<file path="src/rtl/move_arbiter_pkg.sv">
// Shared types and constants for the tic-tac-toe move arbiter.
// FSM state encoding, player encoding and board coordinate range.
package move_arbiter_pkg;

    typedef enum logic [2:0] {
        ST_WAIT    = 3'd0,
        ST_CHECK   = 3'd1,
        ST_ISSUE   = 3'd2,
        ST_LOCKOUT = 3'd3,
        ST_DONE    = 3'd4
    } state_e;

    typedef enum logic {
        PLAYER_O = 1'b0,
        PLAYER_X = 1'b1
    } player_e;

    localparam int         NUM_CELLS = 9;
    localparam logic [3:0] COORD_MIN = 4'd1;
    localparam logic [3:0] COORD_MAX = 4'd9;
    localparam logic [3:0] COUNT_MAX = 4'd9;

    // A cell is playable when it is on the board and not yet occupied.
    function automatic logic cell_free(
        input logic [3:0]           coord,
        input logic [NUM_CELLS-1:0] occ
    );
        logic free;
        free = 1'b0;
        if (coord >= COORD_MIN && coord <= COORD_MAX) begin
            for (int k = 0; k < NUM_CELLS; k++) begin
                if (coord == 4'(k + 1)) begin
                    free = ~occ[k];
                end
            end
        end
        return free;
    endfunction

endpackage

</file>
<file path="src/rtl/click_edge_detect.sv">
// Optional synchroniser plus rising-edge detector for one player's click.
// The coordinate travels through the same stages so it stays aligned.
module click_edge_detect #(
    parameter int unsigned SYNC_STAGES = 0
) (
    input  logic       clk_i,
    input  logic       rst_i,
    input  logic       click_i,
    input  logic [3:0] coord_i,
    output logic       edge_o,
    output logic [3:0] coord_o
);

    logic       click_s;
    logic       prev_q;

    generate
        if (SYNC_STAGES == 0) begin : g_direct
            assign click_s = click_i;
            assign coord_o = coord_i;
        end else begin : g_sync
            logic [SYNC_STAGES-1:0]      clk_pipe_q;
            logic [SYNC_STAGES-1:0][3:0] crd_pipe_q;

            // Shift click and coordinate through the synchroniser chain.
            always_ff @(posedge clk_i) begin
                if (rst_i) begin
                    clk_pipe_q <= '0;
                    crd_pipe_q <= '0;
                end else begin
                    clk_pipe_q[0] <= click_i;
                    crd_pipe_q[0] <= coord_i;
                    for (int i = 1; i < SYNC_STAGES; i++) begin
                        clk_pipe_q[i] <= clk_pipe_q[i-1];
                        crd_pipe_q[i] <= crd_pipe_q[i-1];
                    end
                end
            end

            assign click_s = clk_pipe_q[SYNC_STAGES-1];
            assign coord_o = crd_pipe_q[SYNC_STAGES-1];
        end
    endgenerate

    // Remember the previous click sample for edge detection.
    always_ff @(posedge clk_i) begin
        if (rst_i) begin
            prev_q <= 1'b0;
        end else begin
            prev_q <= click_s;
        end
    end

    assign edge_o = click_s & ~prev_q;

endmodule

</file>
<file path="src/rtl/move_arbiter.sv">
// Turn arbiter between a local (O) and remote (X) player.
// Validates clicked cells, strobes committed moves, enforces a lockout.
module move_arbiter
    import move_arbiter_pkg::*;
#(
    parameter int unsigned FIRST_PLAYER   = 0,
    parameter int unsigned LOCKOUT_CYCLES = 4
) (
    input  logic       clock,
    input  logic       globalReset,
    input  logic       roundReset,
    input  logic       o_click,
    input  logic [3:0] o_coord,
    input  logic       x_click,
    input  logic [3:0] x_coord,
    input  logic [8:0] o_status,
    input  logic [8:0] x_status,
    input  logic       game_over,
    output logic       move_valid,
    output logic       move_player,
    output logic [3:0] move_coord,
    output logic       reject,
    output logic       wrong_turn,
    output logic       turn,
    output logic [3:0] move_count,
    output logic       round_done
);

    localparam int CW = (LOCKOUT_CYCLES > 1) ? $clog2(LOCKOUT_CYCLES) : 1;
    localparam logic [CW-1:0] CNT_LAST = CW'(LOCKOUT_CYCLES - 1);
    localparam logic FIRST = 1'(FIRST_PLAYER);

    state_e        state_q, state_d;
    logic          turn_q, turn_d;
    logic          starter_q;
    logic [3:0]    count_q, count_d;
    logic [3:0]    coord_q, coord_d;
    logic [CW-1:0] cnt_q, cnt_d;
    logic          reject_q, reject_d;
    logic          wrong_q, wrong_d;

    logic          edge_rst;
    logic          o_edge, x_edge;
    logic [3:0]    o_crd, x_crd;
    logic          own_edge, other_edge;
    logic [3:0]    own_crd;

    assign edge_rst = globalReset | roundReset;

    click_edge_detect #(.SYNC_STAGES(0)) u_o_edge (
        .clk_i   (clock),
        .rst_i   (edge_rst),
        .click_i (o_click),
        .coord_i (o_coord),
        .edge_o  (o_edge),
        .coord_o (o_crd)
    );

    click_edge_detect #(.SYNC_STAGES(2)) u_x_edge (
        .clk_i   (clock),
        .rst_i   (edge_rst),
        .click_i (x_click),
        .coord_i (x_coord),
        .edge_o  (x_edge),
        .coord_o (x_crd)
    );

    assign own_edge   = (turn_q == PLAYER_X) ? x_edge : o_edge;
    assign other_edge = (turn_q == PLAYER_X) ? o_edge : x_edge;
    assign own_crd    = (turn_q == PLAYER_X) ? x_crd  : o_crd;

    // State and datapath registers; full reset beats new-round reset.
    always_ff @(posedge clock) begin
        if (globalReset) begin
            state_q   <= ST_WAIT;
            turn_q    <= FIRST;
            starter_q <= FIRST;
            count_q   <= '0;
            coord_q   <= '0;
            cnt_q     <= '0;
            reject_q  <= 1'b0;
            wrong_q   <= 1'b0;
        end else if (roundReset) begin
            state_q   <= ST_WAIT;
            turn_q    <= ~starter_q;
            starter_q <= ~starter_q;
            count_q   <= '0;
            coord_q   <= '0;
            cnt_q     <= '0;
            reject_q  <= 1'b0;
            wrong_q   <= 1'b0;
        end else begin
            state_q   <= state_d;
            turn_q    <= turn_d;
            count_q   <= count_d;
            coord_q   <= coord_d;
            cnt_q     <= cnt_d;
            reject_q  <= reject_d;
            wrong_q   <= wrong_d;
        end
    end

    // Next-state and datapath update for the move FSM.
    always_comb begin
        state_d  = state_q;
        turn_d   = turn_q;
        count_d  = count_q;
        coord_d  = coord_q;
        cnt_d    = cnt_q;
        reject_d = 1'b0;
        wrong_d  = 1'b0;
        unique case (state_q)
            ST_WAIT: begin
                if (own_edge) begin
                    coord_d = own_crd;
                    state_d = ST_CHECK;
                end
                if (other_edge) begin
                    wrong_d = 1'b1;
                end
            end
            ST_CHECK: begin
                if (cell_free(coord_q, o_status | x_status)) begin
                    state_d = ST_ISSUE;
                end else begin
                    reject_d = 1'b1;
                    state_d  = ST_WAIT;
                end
            end
            ST_ISSUE: begin
                cnt_d   = '0;
                state_d = ST_LOCKOUT;
            end
            ST_LOCKOUT: begin
                if (cnt_q == CNT_LAST) begin
                    count_d = (count_q == COUNT_MAX) ? COUNT_MAX
                                                     : count_q + 4'd1;
                    turn_d  = ~turn_q;
                    state_d = (game_over || count_d == COUNT_MAX) ? ST_DONE
                                                                 : ST_WAIT;
                end else begin
                    cnt_d = cnt_q + 1'b1;
                end
            end
            ST_DONE: begin
                state_d = ST_DONE;
            end
            default: begin
                state_d = ST_WAIT;
            end
        endcase
    end

    // Outputs decoded from state and registered strobes.
    always_comb begin
        move_valid  = (state_q == ST_ISSUE);
        move_player = turn_q;
        move_coord  = coord_q;
        reject      = reject_q;
        wrong_turn  = wrong_q;
        turn        = turn_q;
        move_count  = count_q;
        round_done  = (state_q == ST_DONE);
    end

endmodule
</file>
<file path="config.mk">
export PLATFORM = sky130hd
export DESIGN_NAME = move_arbiter
export DESIGN_NICKNAME = d
export VERILOG_FILES = /design/src/rtl/move_arbiter_pkg.sv /design/src/rtl/click_edge_detect.sv /design/src/rtl/move_arbiter.sv
export SDC_FILE = /design/constraint.sdc
export NUM_CORES = 1
export LEC_CHECK = 0
export ABC_AREA = 1
export CAP_MARGIN = 25
export CORE_UTILIZATION = 47
export CTS_BUF_LIST = sky130_fd_sc_hd__clkbuf_8 sky130_fd_sc_hd__clkbuf_16
export DETAILED_ROUTE_END_ITERATION = 7
export PLACE_DENSITY = 0.93
export SETUP_SLACK_MARGIN = 0.15
export SLEW_MARGIN = 15
export SYNTH_ARGS = -nofsm -noshare
export SYNTH_HDL_FRONTEND = slang
export SYNTH_SLANG_ARGS = --single-unit
export TNS_END_PERCENT = 100
</file>
<file path="constraint.sdc">
create_clock -name clock -period 2.5 [get_ports clock]
set_input_delay 0.5 -clock clock [delete_from_list [all_inputs] [get_ports clock]]
set_output_delay 0.5 -clock clock [all_outputs]
set_load 0.01 [all_outputs]
</file>
==> summary.md <==
| Metric | Value |
|---|---|
| Status | `finished, final reports clean` |
| Post-CTS Setup Bufs | `0` |
| Post-layout minimum cycle time | `2.12 ns` |
| F_max | `471 MHz` |
| Crit path DAT | `1.62 ns` |
| Vias in the first global route | `approximately 1200` |
| Hold path startpoint | `u_x_edge.g_sync.crd_pipe_q[3]$_SDFF_PP0_` |
| Sequential fraction of the synthesis area | `45.5%` |
| Crit path from | `state_q[1]$_SDFFE_PP0P_` |
| Residual DRC | `0` |
| CTS root buffer | `clkbuf_8` |
| Crit-path slowest cell | `clkdlybuf4s50_1` |
| Die area | `0.00293 mm²` |
| Worst-Skew Late Latency | `0.28 ns` |
| GRT overflow | `0` |
| Final hold vios | `0` |
| Slew Limit Headroom | `around two thirds` |
| Post-place setup slack | `0.646 ns` |
| Vias per Instance | `around 4.7` |
| RSZ-0062 raised after global routing | `false` |
| ANT cells | `0` |
| Comb power frac | `around an eighth` |
| Switching share of power | `about 22%` |
| Avg Cell Area, Syn | `6.94 µm²` |
| P_sw | `0.000221 W` |
| Max cap viols | `0` |
| Pre-antenna DRT Iters | `4` |
| Slack of the critical path | `0.375 ns` |
| Reg-to-reg startpoint | `move_player$_SDFFE_PP0P_` |
| Top cell type by total area after synthesis | `dfxtp_1` |
| Crit end category | `primary output` |
| Layout Nets | `267` |
| Crit path required time | `2.00 ns` |
| CTS tree | `yes` |
| CTS clk-pin slew, worst paths | `0.05 ns` |
| Starting Density | `50.6%` |
| Max Slew Vio Count | `0` |
| Total track usage | `roughly 23%` |
| Post-cts sizing count | `0` |
| Fin Setup TNS | `0 ns` |
| Worst-Margin Slew | `around 0.48 ns` |
| Power Internal | `~0.00076 W` |
| Die Y | `54.1 µm` |
| Max incr delay on CP | `0.61 ns` |
| Routed via count | `1233` |
| Clock share of power | `38.0%` |
| Synth warn | `0` |
| VDD IR-drop max | `between 300 and 400 µV` |
| Site row count | `18` |
| Distinct cells, synth | `23` |
| H-Tree Depth | `2` |
| Synthesized cell area | `0.00128 mm²` |
| Synth top area share | `45.5%` |
| Power Density | `534 mW/mm²` |
| WL/cell | `9.63 µm` |
| Core ar. | `between 0.002 and 0.003 mm²` |
| Initial antenna violation count | `0` |
| Synth Net Count | `~220` |
| Synth area leaders | `dfxtp_1, inv_1, nor2_1` |
| Largest net degree at the start of global routing | `16` |
| Hold Crit Class | `reg2reg` |
| Final setup fails | `0` |
| Fin Clk Skew | `approximately 0.0050 ns` |
| Sequential power share | `between 40% and 50%` |
| Crit share post-route | `between 80% and 90%` |
| Initial DRC count | `13` |
| Input/output buffers | `45` |
| Die Wd | `roughly 54 µm` |
| Synth Register Bits | `29` |
| Routed Antenna Nets | `0` |
| Syn-to-layout area delta | `44.4%` |
| Share of post-route cells with drive strength above 1 | `about 5%` |
| GPL Wtd Cong | `0.848` |
| Lkg Pwr | `0.848 nW` |
| Final wirelength | `approximately 2500 µm` |
| # IOs | `46` |
| Crit path kind | `reg2out` |
| Core Util, Final | `approximately three quarters` |
| Total CTS buffers | `5` |
| Worst path cell trace | `inv_1 > nor3_1 > clkdlybuf4s50_1` |
| Worst Setup Start Kind | `flop` |
| Clock tree sinks | `29` |
| DP HPWL | `1880 µm` |
| Cells after Synth | `between 150 and 200` |
| Crit-path max FO | `3` |
| Hold-fix buffers, CTS | `0` |
| Clk buf depth | `2` |
| First-pass GRT wire length | `4690 µm` |
[critical path, delay by kind of cell, from the launching register on]
family | cells | cell delay, ns
buffers and inverters | 2 | 0.69
AND/OR/NAND/NOR | 1 | 0.30
flip-flops | 1 | 0.36
[flip-flops by register name (all words and copies together), names as in the netlist]
| register | count |
|---|---|
| u_o_edge.prev_q | 1 |
| u_x_edge.g_sync.crd_pipe_q | 4 |
| move_player | 1 |
| move_count | 4 |
| cnt_q | 2 |
| u_x_edge.g_sync.clk_pipe_q | 2 |
| wrong_turn | 1 |
| u_x_edge.coord_o | 4 |
| starter_q | 1 |
| state_q | 3 |
| u_x_edge.prev_q | 1 |
| move_coord | 4 |
| reject | 1 |
[layer usage]
layer  vias to the layer above  track usage, %  share of wire [%]
met1                       532            26.1                 43
met5                         -               0                  0
li1                        665               -                  -
met4                         0            13.2                1.6
met2                        31            37.2                 50
met3                         5            6.78                5.4
[cell families (layout without fill, tap and decap cells)]
kind of cell	count (synthesis)	in the layout	synth area share [%]
AOI/OAI and AO/OA	35	35	15.1
xor gates and xnor gates	1	1	0.686
adders and majority gates	1	1	0.980
buffers and inverters	47	97	14.4
DFF	29	29	45.5
and+or+nand+nor	71	71	23.3
[worst paths after layout]
| path | end | slack, ns | cells past startpoint |
|---|---|---|---|
| max | move_valid | 0.38 | 3 |
| min | u_x_edge.coord_o[3]$_SDFF_PP0_ | 0.41 | 2 |
| max reg2reg | move_coord[3]$_SDFFE_PP0P_ | 1.16 | 6 |
| min reg2reg | u_x_edge.coord_o[3]$_SDFF_PP0_ | 0.41 | 2 |
[power groups by stage]
stage	logic, W	registers (W)	clock network (W)
6_report	0.000122	0.000488	0.000374
5_1_grt	0.000139	0.000490	0.000411
4_1_cts	0.000123	0.000488	0.000385
3_5_place_dp	0.000122	0.000498	0
3_3_place_gp	0.000120	0.000498	0
2_1_floorplan	0.0000545	0.000495	0
[synthesized netlist by cell type (all sizes together)]
cell type,instances
nand3,9
o21bai,1
buf,4
o21ai,12
o2111ai,1
a21boi,1
nand4,3
xnor2,1
a2111oi,1
dfxtp,29
nand2,19
nor3,2
or2,2
a21oi,18
o211a,1
nor2,36
ha,1
inv,43
[cells in the final DEF (no fill, tap or decap), types with 2 or more instances in the layout]
master and count:
buf_4 2, nor3_1 2, nand4_1 3, dfxtp_1 29, nand2_1 19, nand3_1 8, o21ai_0 11, clkbuf_8 6
nor2_1 36, a21oi_1 18, inv_2 2, clkdlybuf4s50_1 45, inv_1 42
[through the flow]
step	area (µm²)	instances	hold slack, ns	total power, W
after floorplan	1280	184	0.394	0.000550
after global placement	1760	257	0.394	0.000618
after detailed placement	1760	257	0.406	0.000620
after CTS	1840	264	0.415	0.000997
after global routing	1840	264	0.428	0.00104
final	1840	264	0.410	0.000984
[area by class of cell]
class	count	area (µm²)
Fill cell	201	679
Sequential cell	29	581
Multi-Input combinational cell	108	512
Timing Repair Buffer	47	465
Inverter	43	161
Clock buffer	6	82.6
Tap cell	30	37.5
Clock inverter	1	3.75
Power figures use the tool's default switching activity.
